[src/rtl/spi_rx_multilane_if.sv]
// Serial beat input and packet stream output bundle for spi_rx_multilane.
// master = beat source / stream sink, slave = the receiver.
interface spi_rx_multilane_if #(
    parameter int unsigned LANES   = 1,
    parameter int unsigned PKT_LEN = 32
);
    logic [LANES-1:0]   sdata;
    logic               svalid;
    logic               ssync;
    logic [PKT_LEN-1:0] m_data;
    logic               m_valid;
    logic               m_ready;

    modport master (
        output sdata, svalid, ssync, m_ready,
        input  m_data, m_valid
    );
    modport slave (
        input  sdata, svalid, ssync, m_ready,
        output m_data, m_valid
    );
endinterface

[src/rtl/spi_rx_multilane.sv]
// Multi-lane serial deserialiser with packet FIFO, resync and overflow accounting.
// Optional even-parity beat per packet enabled by defining RX_PARITY_EN.
module spi_rx_multilane #(
    parameter int unsigned LANES      = 1,
    parameter int unsigned PKT_LEN    = 32,
    parameter int unsigned FIFO_DEPTH = 4,
    parameter int unsigned MSB_FIRST  = 1
) (
    input  logic                        sclk,
    input  logic                        aresetn,
    spi_rx_multilane_if.slave           bus,
    output logic [$clog2(FIFO_DEPTH):0] fifo_level,
    output logic                        overflow,
    input  logic                        ovf_clr,
    output logic [15:0]                 drop_count,
    output logic [15:0]                 perr_count
);
    localparam int unsigned BEATS = PKT_LEN / LANES;
    localparam int unsigned CW    = $clog2(BEATS + 1);
    localparam int unsigned AW    = $clog2(FIFO_DEPTH);
    localparam int unsigned LW    = AW + 1;

`ifdef RX_PARITY_EN
    localparam logic [CW-1:0] PAR_BEAT = CW'(BEATS);
`else
    localparam logic [CW-1:0] LAST_BEAT = CW'(BEATS - 1);
`endif

    logic [CW-1:0]      cnt_q, cnt_d, base_cnt;
    logic [PKT_LEN-1:0] sh_q, sh_d, base_sh, word;
    logic               push_req;
    logic [PKT_LEN-1:0] push_data;
`ifdef RX_PARITY_EN
    logic               perr_evt;
`endif

    always_comb begin
        // ssync restarts assembly; a beat in the same cycle becomes beat 0
        base_sh  = bus.ssync ? '0 : sh_q;
        base_cnt = bus.ssync ? '0 : cnt_q;
        if (MSB_FIRST != 0) begin
            word = (base_sh << LANES) | PKT_LEN'(bus.sdata);
        end else begin
            word = (base_sh >> LANES) | (PKT_LEN'(bus.sdata) << (PKT_LEN - LANES));
        end
        sh_d      = base_sh;
        cnt_d     = base_cnt;
        push_req  = 1'b0;
        push_data = word;
`ifdef RX_PARITY_EN
        perr_evt  = 1'b0;
        if (bus.svalid) begin
            if (base_cnt == PAR_BEAT) begin
                // parity beat: base_cnt can only reach here with ssync low
                cnt_d     = '0;
                push_data = sh_q;
                if (^{sh_q, bus.sdata[0]}) perr_evt = 1'b1;
                else                       push_req = 1'b1;
            end else begin
                sh_d  = word;
                cnt_d = base_cnt + 1'b1;
            end
        end
`else
        if (bus.svalid) begin
            sh_d = word;
            if (base_cnt == LAST_BEAT) begin
                cnt_d    = '0;
                push_req = !bus.ssync;
            end else begin
                cnt_d = base_cnt + 1'b1;
            end
        end
`endif
    end

    always_ff @(posedge sclk or negedge aresetn) begin
        if (!aresetn) begin
            cnt_q <= '0;
            sh_q  <= '0;
        end else begin
            cnt_q <= cnt_d;
            sh_q  <= sh_d;
        end
    end

    logic [PKT_LEN-1:0] mem_q [FIFO_DEPTH];
    logic [AW-1:0]      rd_ptr_q, wr_ptr_q;
    logic [LW-1:0]      level_q;
    logic               full, pop, push, drop;

    assign full        = (level_q == LW'(FIFO_DEPTH));
    assign bus.m_valid = (level_q != '0);
    assign bus.m_data  = mem_q[rd_ptr_q];
    assign pop         = bus.m_valid && bus.m_ready;
    // a pop in the same cycle frees the slot for a completing packet
    assign push        = push_req && (!full || pop);
    assign drop        = push_req && full && !pop;
    assign fifo_level  = level_q;

    always_ff @(posedge sclk or negedge aresetn) begin
        if (!aresetn) begin
            for (int i = 0; i < int'(FIFO_DEPTH); i++) mem_q[i] <= '0;
            rd_ptr_q <= '0;
            wr_ptr_q <= '0;
            level_q  <= '0;
        end else begin
            if (push) begin
                mem_q[wr_ptr_q] <= push_data;
                wr_ptr_q        <= wr_ptr_q + 1'b1;
            end
            if (pop) rd_ptr_q <= rd_ptr_q + 1'b1;
            if (push && !pop)      level_q <= level_q + 1'b1;
            else if (pop && !push) level_q <= level_q - 1'b1;
        end
    end

    logic        overflow_q;
    logic [15:0] drop_q;

    // a drop in the same cycle as ovf_clr survives the clear
    always_ff @(posedge sclk or negedge aresetn) begin
        if (!aresetn) begin
            overflow_q <= 1'b0;
            drop_q     <= '0;
        end else if (drop) begin
            overflow_q <= 1'b1;
            drop_q     <= ovf_clr ? 16'd1 : (drop_q == 16'hFFFF) ? drop_q : drop_q + 16'd1;
        end else if (ovf_clr) begin
            overflow_q <= 1'b0;
            drop_q     <= '0;
        end
    end

    assign overflow   = overflow_q;
    assign drop_count = drop_q;

`ifdef RX_PARITY_EN
    logic [15:0] perr_q;

    always_ff @(posedge sclk or negedge aresetn) begin
        if (!aresetn) begin
            perr_q <= '0;
        end else if (perr_evt) begin
            perr_q <= ovf_clr ? 16'd1 : (perr_q == 16'hFFFF) ? perr_q : perr_q + 16'd1;
        end else if (ovf_clr) begin
            perr_q <= '0;
        end
    end

    assign perr_count = perr_q;
`else
    assign perr_count = '0;
`endif
endmodule

[src/flat_wrapper.sv]
// flat-port wrapper written by rule: the top's interface ports become plain ports
module spi_rx_multilane_flat 
#(
    parameter int unsigned LANES      = 1,
    parameter int unsigned PKT_LEN    = 32,
    parameter int unsigned FIFO_DEPTH = 4,
    parameter int unsigned MSB_FIRST  = 1
)
  (sclk, aresetn, fifo_level, overflow, ovf_clr, drop_count, perr_count, bus_sdata, bus_svalid, bus_ssync, bus_m_ready, bus_m_data, bus_m_valid);
  spi_rx_multilane_if #(.LANES(LANES), .PKT_LEN(PKT_LEN)) bus_i ();
  input  logic sclk;
  input  logic aresetn;
  output logic [$clog2(FIFO_DEPTH):0] fifo_level;
  output logic overflow;
  input  logic ovf_clr;
  output logic [15:0] drop_count;
  output logic [15:0] perr_count;
  input wire logic [$bits(bus_i.sdata)-1:0] bus_sdata;
  input wire logic [$bits(bus_i.svalid)-1:0] bus_svalid;
  input wire logic [$bits(bus_i.ssync)-1:0] bus_ssync;
  input wire logic [$bits(bus_i.m_ready)-1:0] bus_m_ready;
  output wire logic [$bits(bus_i.m_data)-1:0] bus_m_data;
  output wire logic [$bits(bus_i.m_valid)-1:0] bus_m_valid;
  assign bus_i.sdata = bus_sdata;
  assign bus_i.svalid = bus_svalid;
  assign bus_i.ssync = bus_ssync;
  assign bus_i.m_ready = bus_m_ready;
  assign bus_m_data = bus_i.m_data;
  assign bus_m_valid = bus_i.m_valid;
  spi_rx_multilane #(.LANES(LANES), .PKT_LEN(PKT_LEN), .FIFO_DEPTH(FIFO_DEPTH), .MSB_FIRST(MSB_FIRST)) u_core (.sclk(sclk), .aresetn(aresetn), .bus(bus_i), .fifo_level(fifo_level), .overflow(overflow), .ovf_clr(ovf_clr), .drop_count(drop_count), .perr_count(perr_count));
endmodule
[config.mk]
export PLATFORM = sky130hd
export DESIGN_NAME = spi_rx_multilane_flat
export DESIGN_NICKNAME = d
export VERILOG_FILES = /design/src/rtl/spi_rx_multilane_if.sv /design/src/rtl/spi_rx_multilane.sv /design/src/flat_wrapper.sv
export SDC_FILE = /design/constraint.sdc
export NUM_CORES = 1
export LEC_CHECK = 0
export ABC_AREA = 1
export BUFFER_PORTS_ARGS = -buffer_cell sky130_fd_sc_hd__buf_2
export CAP_MARGIN = 20
export CORE_MARGIN = 10
export CORE_UTILIZATION = 55
export CTS_CLUSTER_SIZE = 40
export DETAILED_ROUTE_END_ITERATION = 8
export GPL_TIMING_DRIVEN = 0
export PLACE_DENSITY = 0.76
export SETUP_SLACK_MARGIN = 0.2
export SLEW_MARGIN = 20
export SYNTH_ARGS = -nofsm -noshare
export SYNTH_HDL_FRONTEND = slang
export SYNTH_SLANG_ARGS = --single-unit
[constraint.sdc]
create_clock -name sclk -period 2.6 [get_ports sclk]
set_input_delay 0.52 -clock sclk [delete_from_list [all_inputs] [get_ports sclk]]
set_output_delay 0.52 -clock sclk [all_outputs]
set_load 0.1 [all_outputs]
After elaboration in Yosys (flattened, before gate mapping)
Index checks and enable logic that the tools add are counted.
Widths: inputs -> output; s select.

storage, ports and cells
  bits in registers = 189
  memories = 0
  RAM bits = 0
  bits of input ports = 7
  output and inout port bits = 69
  memory bits (read-only) = 0
  bits in latches = 0

operators by class
  multiplexer cells = 21
  add/subtract/negate cells = 6
  reduce and logical (&&, ||, !) cells = 16
  magnitude comparators = 3
  bitwise operators = 3
  divide/modulo/power cells = 0
  $mul = 0
  shift operators = 0
  eq/ne operators = 4

operators by type and width
  operator               count
  $bwmux 128             1
  $mux 32                3
  $bmux 32 s2            1
  $demux 32 s2           1
  $mux 16                4
  $mux 31                2
  $or 32x1->32           1
  $mux 6                 3
  $add 16x1->16 const B  1
  $eq 16x16->1 const B   1
  $logic_and 1x1->1      7
  $add 6x1->6 const B    1
  $eq 6x5->1 const B     1
  $ge 3x3->1 const B     2
  $mux 3                 2
  $not 2->3              2
  $add 2x1->2 const B    2
  $logic_not 1->1        4
  $mux 1                 4
  $reduce_bool 2->1      2
  $add 3x1->3 const B    1
  $eq 3x3->1 const B     1
  $lt 3x1->1 const B     1
  $reduce_bool 3->1      1
  4 further kinds        4

Longest topological paths before layout
  depth in word-level cells = 9
  depth in mapped cells = 16
  gate-level depth less buffers = 16

Worst setup path before layout
Ideal clock, no wire load.

  path kind = register to output
  start = reg u_core.rd_ptr_q[0]
  end = out bus_m_data[10]
  buffers on the path = 3
  slack = -495 ps
  cell stages (with the launch flop) = 7
  data required time = 2080 ps
  arrival = 2575 ps
  cell sequence = dfrtp_1 clkbuf_1 inv_1 buf_2 clkbuf_1 o21ai_0 o22ai_1

on the way
  longest elaborated chain between the ends = 4

RTL lines
  element                                      line                     RTL
  start: declaration                           spi_rx_multilane.sv:88   logic [AW-1:0] rd_ptr_q, wr_ptr_q;
  start signal: assignment                     spi_rx_multilane.sv:112  if (pop) rd_ptr_q <= rd_ptr_q + 1'b1;
  $not 2->3 (not written as such)              spi_rx_multilane.sv:94   assign bus.m_data = mem_q[rd_ptr_q];
  $bmux 32 s2                                  spi_rx_multilane.sv:94
  $mux 32 (not written as such) (2 in series)  spi_rx_multilane.sv:94
  end: declaration                             flat_wrapper.sv:22       output wire logic [$bits(bus_i.m_data)-1:0] bus_m_data;

No other way between the ends. The select of a mux whose other input is x is not followed.

Worst setup path in the final report
  start = reg u_core.rd_ptr_q[0]
  end = out bus_m_data[11]

Same word-level chain as after synthesis.

==> results list <==
* Pwr per Cell Area: 1200 mW/mm^2
- Final hold violation count: 0
- Synth unique cells: 31
- Pin placement for this block handled 76 I/O pins.
* Cell types with the largest area share after synthesis: sky130_fd_sc_hd__dfrtp_1 54%, sky130_fd_sc_hd__nor2_1 9.4%, sky130_fd_sc_hd__a21oi_1 7.2%
- Layout net count: about 1100
- The largest individual stage delay along the critical path comes from the cell sky130_fd_sc_hd__dfrtp_1.
- In this run the tightest slew margin relative to its limit is 0.628.
- Syn Std Cell Area: roughly 0.0087 mm^2
- TritonCTS created 17 clock buffers.
- Sequential cell area fraction in the yosys report: 0.541
- Flip-flop cell with the highest count after synthesis: sky130_fd_sc_hd__dfrtp_1
- The worst path meets setup with 0.184 ns of slack.
- In this run the number of H-tree levels came out at 4.
* Run status: completed
- Final routed wire length divided by cell count: approximately 18 um
* Remaining antenna violation count: 0
- The floorplan has 46 rows.
- In this run, the number of DRC markers left after iteration 0 of detailed routing was about 750.
- Die area: about 0.021 mm^2
* Async S/R FF share, synth: 1.00
- For this run, the detailed router's first-pass iteration total came to 5.
- Overall routing resource usage: 0.233
- Overall routed net length: approximately 25000 um
- CP Launch Type: register
- Worst slew pin tran: ~0.56 ns
* Count of hold-fix buffers inserted at cts: 0
- Number of setup violations in the final report: 0
- Max-cap violations: 0
* Lkg Pwr: 5.35 nW
- Ordered cell list for the critical path: buf_4, clkbuf_2, o21ai_0, o22ai_4, buf_12
* IR drop worst, VDD: about 1.3 mV
- Met3 routed wirelength: 1720 um
- Hold/Removal Path Class: primary input to asynchronous set/reset pin
- In this run the top signal layer used is met4.
* CTS clock-pin slew for the worst setup and hold paths: ~0.07 ns
- Length of routed met2 wiring: roughly 12000 um
- The detailed router put a total of between 10000 and 15000 um of wire on met1.
* Sum Neg Setup Slack: 0 ns
* Wire length of the first global-routing pass: 40500 um
* Final-layout fill cell count: 1156
- Detailed placement finished with a half-perimeter wire length of roughly 16000 um.
* Core area: roughly 0.016 mm^2
- TritonCTS built the clock tree.
- For this run, design rule violations remaining after detail routing come to 0.
* Largest area contributor in the synthesized netlist: sky130_fd_sc_hd__dfrtp_1
- Die Span X: roughly 150 um
- The endpoint identified for the worst register-to-register timing path is u_core.fifo_level[2]$_DFFE_PN0P_.
- The clock passes through at most 2 buffers.
- The later pin in the worst-skew pair is clocked with a latency of roughly 0.44 ns.
- Post-placement setup slack: -0.247 ns
* Crit. End Element: primary output
* Chip height: between 100 and 150 um
- Cell depth of the worst flop-to-flop path: 15
* Yosys warns: 0
* Number of antenna violations at the first check in global routing: 1
* Reg-to-reg critical path startpoint: u_core.cnt_q[1]$_DFF_PN0_
* Most frequent cell after synthesis: sky130_fd_sc_hd__nor2_1
- Ranking of synthesized cells by instance count: 218 x sky130_fd_sc_hd__nor2_1, 189 x sky130_fd_sc_hd__dfrtp_1, 125 x sky130_fd_sc_hd__a21oi_1, 125 x sky130_fd_sc_hd__nand2_1, 112 x sky130_fd_sc_hd__o21ai_0
* Data arrival time of the worst path: between 1.5 and 2 ns
* CTS Root Buffer Type: sky130_fd_sc_hd__clkbuf_16
- The final number of max-transition violations was 0.
* Per-instance average area after synthesis: roughly 8.6 um^2
- Signed area change from the synthesized netlist to the final layout: 29.8%
- The critical path starts at u_core.rd_ptr_q[0]$_DFFE_PN0P_.
- Post-synthesis cell count: 1021
- The via count of the first global-routing pass was roughly 7700.
* Critical path peak fanout: 10
- The critical path is of the register to primary output type.
* Data required time at the worst endpoint: 2.08 ns
* Number of clock sinks: approximately 190
- Share of post-route cells with drive strength above 1: 0.213
* Clock tree skew after final layout: around 0.007 ns
- The setup check on the worst reg-to-reg path leaves a slack of approximately 0.35 ns.
- Counting flops with a built-in enable in the synthesized netlist gives 0.
- Entering global routing, the biggest net connects 72 pins.
* Worst setup path endpoint: bus_m_data[11]
* RD Place Congestion: just under 0.9
* RSZ-0062 raised after global routing: true
- In this run the tool buffered the top-level ports with 58 buffer cells.
- Static timing analysis puts the maximum clock frequency at 0.414 GHz.
- The routed layout has slightly below 8000 vias.
- Dividing the detail-routed via count by the number of cells gives around 5.7.
- Initial core utilization: 0.557
* Post-layout min period: roughly 2.4 ns
- Area share of the largest cell type after synthesis: 0.541
- Peak per-stage delay on the critical path: about 0.42 ns
* Post-synthesis register bit count: approximately 190
- Post-route clock period utilization: 0.929
- Grt total ovfl: 0
power by group:
part / total [mW] / internal (mW) / switching [mW]
Sequential: 3.06 / 2.99 / 0.0694
Combinational: 7.63 / 2.58 / 5.05
Clock: 2.90 / 1.74 / 1.17
area by class of cell:
cell class                 instances  area, um^2  share of cell area
clock buffer                      18         439              0.0387
sequential                       189        4740               0.417
inverter                          47         189              0.0166
buffer                            77         637              0.0561
antenna                            1        2.50            0.000220
tap                              216         270              0.0238
clock inverter                    14         215              0.0190
multi-input combinational        723        3920               0.345
timing repair buffer              72         942              0.0830
stage by stage:
step	hold slack [ns]	cells	power (mW)	area, um^2	utilization
final	0.00312	1357	13.6	11300	0.722
after global routing	0.0350	1356	14.0	11300	0.722
after CTS	0.0258	1354	13.3	11200	0.713
after detailed placement	0.462	1312	8.91	9870	0.628
after global placement	0.467	1310	8.86	9800	0.624
after floorplan	0.224	1036	7.93	9240	-
sequential cells by signal, indices dropped and copies added, names as in the netlist:
name,cells
u_core.mem_q,128
u_core.wr_ptr_q,2
u_core.drop_count,16
u_core.sh_q,31
u_core.cnt_q,6
u_core.overflow,1
u_core.fifo_level,3
u_core.rd_ptr_q,2
worst min path at each step:
stage / start / endpoint / slack (ns) / depth (start not counted)
after CTS: aresetn / u_core.mem_q[103]$_DFFE_PN0P_ / 0.03 / 1
after global routing: aresetn / u_core.mem_q[70]$_DFFE_PN0P_ / 0.03 / 1
after detailed placement: u_core.overflow$_DFFE_PN0P_ / u_core.overflow$_DFFE_PN0P_ / 0.46 / 2
after global placement: u_core.overflow$_DFFE_PN0P_ / u_core.overflow$_DFFE_PN0P_ / 0.47 / 2
final: aresetn / u_core.mem_q[103]$_DFFE_PN0P_ / 0.003 / 1
after floorplan: aresetn / u_core.cnt_q[0]$_DFF_PN0_ / 0.22 / 0
cell usage in the layout, fill, tap and decap left out, types with 3 or more instances in the layout:
master and count:
sky130_fd_sc_hd__nor2_2 6, sky130_fd_sc_hd__nand2_1 124, sky130_fd_sc_hd__inv_1 40, sky130_fd_sc_hd__clkbuf_16 24, sky130_fd_sc_hd__bufinv_16 5, sky130_fd_sc_hd__conb_1 16, sky130_fd_sc_hd__o21ai_0 71, sky130_fd_sc_hd__clkbuf_1 9
sky130_fd_sc_hd__o22ai_1 3, sky130_fd_sc_hd__inv_6 3, sky130_fd_sc_hd__nor3_1 4, sky130_fd_sc_hd__nor2_8 4, sky130_fd_sc_hd__o21ai_2 12, sky130_fd_sc_hd__buf_8 5, sky130_fd_sc_hd__inv_2 3, sky130_fd_sc_hd__o22ai_2 3
sky130_fd_sc_hd__nor2_1 214, sky130_fd_sc_hd__buf_2 38, sky130_fd_sc_hd__ha_1 6, sky130_fd_sc_hd__inv_4 3, sky130_fd_sc_hd__dfrtp_2 6, sky130_fd_sc_hd__nand3_1 46, sky130_fd_sc_hd__dfrtp_1 183, sky130_fd_sc_hd__buf_4 29
sky130_fd_sc_hd__buf_12 28, sky130_fd_sc_hd__a21oi_1 125, sky130_fd_sc_hd__o21ai_1 32, sky130_fd_sc_hd__o22ai_4 29, sky130_fd_sc_hd__clkinv_2 3, sky130_fd_sc_hd__nand4_1 10, sky130_fd_sc_hd__clkbuf_4 5, sky130_fd_sc_hd__xor2_1 6
sky130_fd_sc_hd__buf_1 4, sky130_fd_sc_hd__clkbuf_2 5, sky130_fd_sc_hd__buf_6 16
logic make-up (layout without fill, tap and decap cells):
family	after synthesis	after routing	share of synthesized area
buffers and inverters	124	228	0.0745
xor gates and xnor gates	8	8	0.00801
muxes	1	1	0.00129
AOI/OAI and AO/OA	278	278	0.165
and+or+nand+nor	412	412	0.198
adders and majority gates	8	8	0.0123
DFF	189	189	0.541
other	1	17	0.000429
what timing repair did:
item | CTS | global route
gates cloned | 4 | 2
endpoints found under the hold margin | 0 | 0
buffers inserted | 6 | 0
gates resized for setup | 187 | 50
pin swaps | 4 | 13
setup endpoints to repair | 33 | 33
worst max-delay path, delay by kind of cell (launching register included):
kind | cells | cell delay, ns
DFF | 1 | 0.42
AOI/OAI and AO/OA | 2 | 0.49
buffers and inverters | 3 | 0.55
per-layer routing:
metal	global-route usage	vias to the layer above
li1	-	3584
met1	0.294	3770
met2	0.389	304
met3	0.0445	44
met4	0.0906	0
met5	0	-
Note: power is estimated with default switching activity, not from simulation.
